<file path="src/rtl/puf_frame_pkg.sv">
// ---------------------------------------------------------------------------
// puf_frame_pkg
// Shared definitions for the PUF UART framing controller:
//   - frame_state_e : controller FSM states
//   - DEFAULT_*     : default command / reply byte values and sizes
// Optional feature macro used by the controller: RX_TIMEOUT_EN.
// ---------------------------------------------------------------------------
package puf_frame_pkg;

    typedef enum logic [2:0] {
        IDLE       = 3'd0,
        CHAL_RX    = 3'd1,
        RESP_WAIT  = 3'd2,
        RESP_FETCH = 3'd3,
        TX_SEND    = 3'd4,
        TX_WAIT    = 3'd5
    } frame_state_e;

    localparam int         DEFAULT_UART_BITS   = 8;
    localparam int         DEFAULT_CHAL_BYTES  = 4;
    localparam int         DEFAULT_RESP_BYTES  = 2;
    localparam logic [7:0] DEFAULT_REQUEST_ID  = 8'hAA;
    localparam logic [7:0] DEFAULT_RESPONSE_ID = 8'hAA;
    localparam logic [7:0] DEFAULT_CHAL_CMD    = 8'h55;

endpackage

</file>
<file path="src/rtl/puf_challenge_assembler.sv">
// ---------------------------------------------------------------------------
// puf_challenge_assembler
// Collects CHAL_BYTES received bytes into one wide challenge word. Byte k of
// a frame lands at bits [k*UART_BITS +: UART_BITS] (first byte lowest). When
// the last byte arrives the assembled word is copied to challenge_o and
// done_o pulses for one cycle, both visible the cycle after that byte.
//
// Ports:
//   clk, reset    clock, asynchronous active-high reset
//   clear_i       restart assembly (new frame or aborted frame)
//   byte_valid_i  byte_i carries the next challenge byte
//   byte_i        received byte
//   last_byte_o   combinational: the current byte completes the challenge
//   challenge_o   last completed challenge word
//   done_o        one-cycle pulse, challenge_o just updated
// ---------------------------------------------------------------------------
module puf_challenge_assembler #(
    parameter int UART_BITS  = 8,
    parameter int CHAL_BYTES = 4
) (
    input  logic                            clk,
    input  logic                            reset,
    input  logic                            clear_i,
    input  logic                            byte_valid_i,
    input  logic [UART_BITS-1:0]            byte_i,
    output logic                            last_byte_o,
    output logic [CHAL_BYTES*UART_BITS-1:0] challenge_o,
    output logic                            done_o
);

    localparam int CHAL_W = CHAL_BYTES * UART_BITS;
    localparam int CNT_W  = $clog2(CHAL_BYTES + 1);

    logic [CNT_W-1:0]  byte_cnt_q, byte_cnt_d;
    logic [CHAL_W-1:0] asm_q, asm_d;
    logic [CHAL_W-1:0] challenge_q, challenge_d;
    logic              done_q, done_d;

    // Kept separate from the next-state block so the controller can use it
    // without forming a combinational loop through clear_i.
    assign last_byte_o = byte_valid_i && (byte_cnt_q == CNT_W'(CHAL_BYTES - 1));

    // The counter parks at CHAL_BYTES after a full frame instead of wrapping;
    // only clear_i rearms it.
    always_comb begin
        asm_d       = asm_q;
        byte_cnt_d  = byte_cnt_q;
        challenge_d = challenge_q;
        done_d      = 1'b0;
        if (clear_i) begin
            asm_d      = '0;
            byte_cnt_d = '0;
        end else if (byte_valid_i && (byte_cnt_q != CNT_W'(CHAL_BYTES))) begin
            for (int k = 0; k < CHAL_BYTES; k++) begin
                if (byte_cnt_q == CNT_W'(k)) begin
                    asm_d[k*UART_BITS +: UART_BITS] = byte_i;
                end
            end
            if (last_byte_o) begin
                challenge_d = asm_d;
                done_d      = 1'b1;
                byte_cnt_d  = CNT_W'(CHAL_BYTES);
            end else begin
                byte_cnt_d = byte_cnt_q + CNT_W'(1);
            end
        end
    end

    always_ff @(posedge clk or posedge reset) begin
        if (reset) begin
            asm_q       <= '0;
            byte_cnt_q  <= '0;
            challenge_q <= '0;
            done_q      <= 1'b0;
        end else begin
            asm_q       <= asm_d;
            byte_cnt_q  <= byte_cnt_d;
            challenge_q <= challenge_d;
            done_q      <= done_d;
        end
    end

    assign challenge_o = challenge_q;
    assign done_o      = done_q;

endmodule

</file>
<file path="src/rtl/puf_frame_controller.sv">
// ---------------------------------------------------------------------------
// puf_frame_controller
// UART framing controller between the UART rx/tx pair, the PUF core and the
// response FIFO. Decodes one-byte commands: REQUEST_ID is answered with
// RESPONSE_ID, CHAL_CMD opens a CHAL_BYTES-byte challenge frame which is then
// answered by streaming RESP_BYTES bytes from the FIFO to UART tx. Any other
// command byte in IDLE raises frame_error.
//
// Ports:
//   clk, reset       clock, asynchronous active-high reset
//   rx_data_in       received byte, qualified by rx_valid (1-cycle pulse)
//   tx_data_out      registered byte to UART tx, stable between loads
//   tx_start         1-cycle pulse launching a transmission
//   tx_busy          UART tx busy (rises the cycle after tx_start)
//   fifo_out         FIFO head, valid one cycle after fifo_rd
//   fifo_empty       FIFO empty flag
//   fifo_rd          1-cycle FIFO pop
//   challenge        last assembled challenge word
//   challenge_valid  1-cycle pulse, challenge updated
//   id_requested     1-cycle pulse on REQUEST_ID decode
//   frame_error      1-cycle pulse on unknown command or inter-byte timeout
//
// Optional feature: define RX_TIMEOUT_EN to abort a challenge frame when no
// byte arrives for TIMEOUT_CYCLES cycles. Without it CHAL_RX waits forever.
// ---------------------------------------------------------------------------
module puf_frame_controller
    import puf_frame_pkg::*;
#(
    parameter int                   UART_BITS      = DEFAULT_UART_BITS,
    parameter int                   CHAL_BYTES     = DEFAULT_CHAL_BYTES,
    parameter int                   RESP_BYTES     = DEFAULT_RESP_BYTES,
    parameter logic [UART_BITS-1:0] REQUEST_ID     = UART_BITS'(DEFAULT_REQUEST_ID),
    parameter logic [UART_BITS-1:0] RESPONSE_ID    = UART_BITS'(DEFAULT_RESPONSE_ID),
    parameter logic [UART_BITS-1:0] CHAL_CMD       = UART_BITS'(DEFAULT_CHAL_CMD),
    parameter int                   TIMEOUT_CYCLES = 100000
) (
    input  logic                            clk,
    input  logic                            reset,
    input  logic [UART_BITS-1:0]            rx_data_in,
    input  logic                            rx_valid,
    output logic [UART_BITS-1:0]            tx_data_out,
    output logic                            tx_start,
    input  logic                            tx_busy,
    input  logic [UART_BITS-1:0]            fifo_out,
    input  logic                            fifo_empty,
    output logic                            fifo_rd,
    output logic [CHAL_BYTES*UART_BITS-1:0] challenge,
    output logic                            challenge_valid,
    output logic                            id_requested,
    output logic                            frame_error
);

    localparam int RESP_CNT_W = $clog2(RESP_BYTES + 1);

    frame_state_e           state_q, state_d;
    logic [UART_BITS-1:0]   tx_data_q, tx_data_d;
    logic                   tx_start_q, tx_start_d;
    logic                   id_req_q, id_req_d;
    logic                   frame_err_q, frame_err_d;
    logic                   reply_id_q, reply_id_d;
    logic [RESP_CNT_W-1:0]  resp_cnt_q, resp_cnt_d;

    logic                   chal_clear;
    logic                   chal_byte_valid;
    logic                   chal_last;
    logic                   tmo_hit;

    assign chal_byte_valid = (state_q == CHAL_RX) && rx_valid;

    puf_challenge_assembler #(
        .UART_BITS  (UART_BITS),
        .CHAL_BYTES (CHAL_BYTES)
    ) u_assembler (
        .clk          (clk),
        .reset        (reset),
        .clear_i      (chal_clear),
        .byte_valid_i (chal_byte_valid),
        .byte_i       (rx_data_in),
        .last_byte_o  (chal_last),
        .challenge_o  (challenge),
        .done_o       (challenge_valid)
    );

`ifdef RX_TIMEOUT_EN
    localparam int TMO_W = $clog2(TIMEOUT_CYCLES + 1);

    logic [TMO_W-1:0] tmo_q, tmo_d;

    // Idle-cycle counter for CHAL_RX; any received byte restarts it and it
    // sits at zero in every other state.
    always_comb begin
        tmo_d   = '0;
        tmo_hit = 1'b0;
        if ((state_q == CHAL_RX) && !rx_valid) begin
            if (tmo_q == TMO_W'(TIMEOUT_CYCLES - 1)) begin
                tmo_hit = 1'b1;
            end else begin
                tmo_d = tmo_q + TMO_W'(1);
            end
        end
    end

    always_ff @(posedge clk or posedge reset) begin
        if (reset) begin
            tmo_q <= '0;
        end else begin
            tmo_q <= tmo_d;
        end
    end
`else
    logic unused_timeout_cfg;
    assign unused_timeout_cfg = (TIMEOUT_CYCLES == 0);
    assign tmo_hit            = 1'b0;
`endif

    // Frame FSM. fifo_rd is combinational so the FIFO head is ready exactly
    // when RESP_FETCH samples it; all other outputs are registered pulses.
    // In TX_WAIT the cycle carrying tx_start is always skipped because the
    // UART only raises tx_busy one cycle later.
    always_comb begin
        state_d     = state_q;
        tx_data_d   = tx_data_q;
        tx_start_d  = 1'b0;
        id_req_d    = 1'b0;
        frame_err_d = 1'b0;
        reply_id_d  = reply_id_q;
        resp_cnt_d  = resp_cnt_q;
        fifo_rd     = 1'b0;
        chal_clear  = 1'b0;

        unique case (state_q)
            IDLE: begin
                if (rx_valid) begin
                    if (rx_data_in == REQUEST_ID) begin
                        id_req_d   = 1'b1;
                        tx_data_d  = RESPONSE_ID;
                        reply_id_d = 1'b1;
                        state_d    = TX_SEND;
                    end else if (rx_data_in == CHAL_CMD) begin
                        chal_clear = 1'b1;
                        state_d    = CHAL_RX;
                    end else begin
                        frame_err_d = 1'b1;
                    end
                end
            end

            CHAL_RX: begin
                if (chal_last) begin
                    resp_cnt_d = '0;
                    reply_id_d = 1'b0;
                    state_d    = RESP_WAIT;
                end else if (tmo_hit) begin
                    frame_err_d = 1'b1;
                    chal_clear  = 1'b1;
                    state_d     = IDLE;
                end
            end

            RESP_WAIT: begin
                if (!fifo_empty) begin
                    fifo_rd = 1'b1;
                    state_d = RESP_FETCH;
                end
            end

            RESP_FETCH: begin
                tx_data_d = fifo_out;
                state_d   = TX_SEND;
            end

            TX_SEND: begin
                if (!tx_busy) begin
                    tx_start_d = 1'b1;
                    state_d    = TX_WAIT;
                end
            end

            TX_WAIT: begin
                if (!tx_start_q && !tx_busy) begin
                    if (reply_id_q) begin
                        reply_id_d = 1'b0;
                        state_d    = IDLE;
                    end else begin
                        resp_cnt_d = resp_cnt_q + RESP_CNT_W'(1);
                        if (resp_cnt_d == RESP_CNT_W'(RESP_BYTES)) begin
                            state_d = IDLE;
                        end else begin
                            state_d = RESP_WAIT;
                        end
                    end
                end
            end

            default: begin
                state_d = IDLE;
            end
        endcase
    end

    always_ff @(posedge clk or posedge reset) begin
        if (reset) begin
            state_q     <= IDLE;
            tx_data_q   <= '0;
            tx_start_q  <= 1'b0;
            id_req_q    <= 1'b0;
            frame_err_q <= 1'b0;
            reply_id_q  <= 1'b0;
            resp_cnt_q  <= '0;
        end else begin
            state_q     <= state_d;
            tx_data_q   <= tx_data_d;
            tx_start_q  <= tx_start_d;
            id_req_q    <= id_req_d;
            frame_err_q <= frame_err_d;
            reply_id_q  <= reply_id_d;
            resp_cnt_q  <= resp_cnt_d;
        end
    end

    assign tx_data_out  = tx_data_q;
    assign tx_start     = tx_start_q;
    assign id_requested = id_req_q;
    assign frame_error  = frame_err_q;

endmodule

</file>
<file path="config.mk">
export PLATFORM = sky130hd
export DESIGN_NAME = puf_frame_controller
export DESIGN_NICKNAME = d
export VERILOG_FILES = /design/src/rtl/puf_frame_pkg.sv /design/src/rtl/puf_challenge_assembler.sv /design/src/rtl/puf_frame_controller.sv
export SDC_FILE = /design/constraint.sdc
export NUM_CORES = 1
export LEC_CHECK = 0
export ABC_AREA = 1
export CORE_MARGIN = 2
export CORE_UTILIZATION = 54
export CTS_CLUSTER_DIAMETER = 100
export DETAILED_ROUTE_END_ITERATION = 10
export PLACE_DENSITY = 0.8
export SYNTH_ARGS = -nofsm -noshare
export SYNTH_HDL_FRONTEND = slang
export SYNTH_SLANG_ARGS = --single-unit
export TNS_END_PERCENT = 50
</file>
<file path="constraint.sdc">
create_clock -name clk -period 3.7 [get_ports clk]
set_input_delay 0.74 -clock clk [delete_from_list [all_inputs] [get_ports clk]]
set_output_delay 0.74 -clock clk [all_outputs]
set_load 0.01 [all_outputs]
</file>
==> reports/qor.csv <==
metric,value,unit
Die X,92.5,um
Placement Cell Area,4910,um2
Synth cell types,23,
post-layout util,67.1,%
Adder-Cell Fraction of Synth Area,1.78,%
largest net degree at the start of global routing,73,
slowest stage cell on the critical path,clkdlybuf4s50_1,
share of post-route cells with drive strength above 1,4.78,%
Post-CTS Hold Buffers,0,
mux contribution to synthesized area,0,%
Slew headroom,58.2,%
mean area per synthesized cell,7.43,um2
Mapped Cells,569,
Crit path largest cell delay,0.54,ns
Worst EP arrival,1.88,ns
CTS tree,done,
"FF+latch count, synth",85,
Pleak,2.77,nW
status,"complete, no violations",
Synth Warn #,0,
Placer Congestion,0.853,
DRT iter0 DRCs,238,
crit end category,output port,
via/cell ratio,5.21,
Synth Area in Compound Gates,10.1,%
IO Port Bufs,65,
Layout Nets,650,
CTS max path bufs,2,
IO Count,66,
"commonest cells after routing, fill and taps aside","242 x nand2_1, 85 x dfrtp_1, 65 x clkdlybuf4s50_1, 60 x inv_1, 37 x o21ai_0",
XOR/XNOR Fraction of Synth Area,0,%
wire per inst,13.8,um
MaxCap Viol Count,0,
filler cell count,619,
RSZ-0062 raised after global routing,no,
starting density of the core,55.3,%
fin crit share,70.7,%
ant diodes,0,
maximum vdd drop,0.371,mV
P&R area growth vs syn,21.5,%
via count,3801,
DRC errors left,0,
DR pass1 iterations,5,
die area,8550,um2
design area,5130,um2
initial antenna violation count,0,
WP data required,2.96,ns
fin crit period,2.62,ns
H-Tree Depth,3,
clk sinks,85,
pwr/cell area,786,nW/um2
final WL,10.0,mm
GR Overflow Total,0,
Clock Latency Late Sink,0.35,ns
CORE AREA,7650,um2
f_max,382,MHz
crit path cell chain,inv_1 > nand3_1 > nor2_1 > clkdlybuf4s50_1,
"Seq/Total Area, Yosys",50.3,%
Netlist Area Pre-Place,4230,um2
global-route usage over all layers,24.8,%
largest family of logic cells by synthesized area,simple AND/OR/NAND/NOR gates,
post_cts resized,0,
# Post-CTS Setup Buffers,0,
Final TNS setup,0,ns
first-pass GRT wire length,16.6,mm
"leading cell type in the layout, fill and taps excluded",nand2_1,
vias in the first global route,3656,
Synthesized Nets,596,
actual slew at the worst max-slew pin,0.627,ns
HPWL Detailed,6.64,mm
DP Cell Count,714,
CP Class,flip-flop to output port,
die height,92.5,um
max-slew violation count,0,
"Setup violations, final",0,
critical path peak fanout,9,
"Hold Violations, Final",0,
Root Buffer,clkbuf_8,
Critical Path Source Type,flip-flop,
row cnt,32,
final cell count without fillers,729,
Routed Antenna Nets,0,
Hold Crit Class,flip-flop to flip-flop,
simple-gate share of the synthesized area,28.7,%
Setup Skew,0.00742,ns
clock slew at reported path FFs,0.08,ns
cts bufs inserted,9,
## where the power goes
part	switching [W]	total [W]	leakage, nW	internal [W]
Sequential	0.000212	0.00151	1.10	0.00130
Combinational	0.00101	0.00176	1.57	0.000744
Clock	0.000320	0.000765	0.110	0.000445
## area by class of cell
cell class / count / area (um2) / area share [%]
Clock buffer: 11 / 131 / 2.56
Clock inverter: 4 / 97.6 / 1.90
Inverter: 64 / 241 / 4.70
Multi-Input combinational cell: 394 / 1720 / 33.4
Sequential cell: 85 / 2130 / 41.4
Tap cell: 102 / 128 / 2.49
Timing Repair Buffer: 69 / 693 / 13.5
## logic make-up after synthesis
family                   Yosys count
adder cells (fa/ha/maj)            6
AO/OA/AOI/OAI                     82
flip-flops                        85
AND/OR/NAND/NOR                  306
buffers and inverters             90
## cell usage after synthesis
master | count | area share (%)
nor2_1 | 30 | 2.7
a21oi_1 | 7 | 0.83
buf_2 | 10 | 1.2
and3_1 | 1 | 0.15
dfrtp_1 | 85 | 50
nor2_2 | 4 | 0.59
clkbuf_1 | 7 | 0.62
buf_4 | 5 | 0.89
buf_6 | 2 | 0.53
nand3_1 | 18 | 2.1
or2_2 | 2 | 0.30
o211ai_1 | 7 | 1.2
nand4_1 | 5 | 0.74
ha_1 | 6 | 1.8
nor3_1 | 1 | 0.12
nand2_2 | 2 | 0.30
nand2_1 | 242 | 21
nand3_2 | 1 | 0.24
buf_1 | 2 | 0.18
o21ai_1 | 31 | 3.7
o21ai_0 | 37 | 4.4
inv_1 | 61 | 5.4
inv_2 | 3 | 0.27
## per-stage QoR
step	power [W]	setup slack, ns	hold WS (ns)
after floorplan	0.00261	0.767	0.453
after global placement	0.00320	1.01	0.461
after detailed placement	0.00327	1.01	0.468
after CTS	0.00405	1.08	0.487
after global routing	0.00434	0.896	0.513
final	0.00404	1.09	0.482
## path summary, 6_finish.rpt
| kind | from | endpoint | slack, ns | depth (start not counted) |
|---|---|---|---|---|
| setup / recovery | state_q[2] | fifo_rd | 1.09 | 4 |
| setup reg to reg | u_assembler.byte_cnt_q[0] | u_assembler.challenge_o[0] | 1.28 | 7 |
| hold reg to reg | u_assembler.challenge_o[11] | u_assembler.challenge_o[11] | 0.48 | 2 |
| min in group asynchronous | reset | tx_data_out[1] | 0.63 | 2 |
| max in group asynchronous | reset | u_assembler.asm_q[21] | 2.39 | 3 |
| hold / removal | u_assembler.challenge_o[11] | u_assembler.challenge_o[11] | 0.48 | 2 |
## worst max-delay path, delay by kind of cell (launching register included)
kind	cells	cell delay, ns
and+or+nand+nor	2	0.31
buffers and inverters	2	0.72
DFF	1	0.49
## metal layers
layer	global-route usage, %	part of all wire, %	vias up
met2	39.9	48	130
met3	4.48	5.3	27
met4	13.8	2.8	0
met1	31.8	43	1779
met5	0	0	-
li1	-	-	1865
## registers in the layout, summed over array words and instances (netlist names)
register / flops
id_requested: 1
u_assembler.challenge_o: 32
u_assembler.byte_cnt_q: 3
tx_data_out: 8
tx_start: 1
resp_cnt_q: 2
frame_error: 1
state_q: 3
u_assembler.asm_q: 32
reply_id_q: 1
u_assembler.done_o: 1
Note: power is estimated with default switching activity, not from simulation.
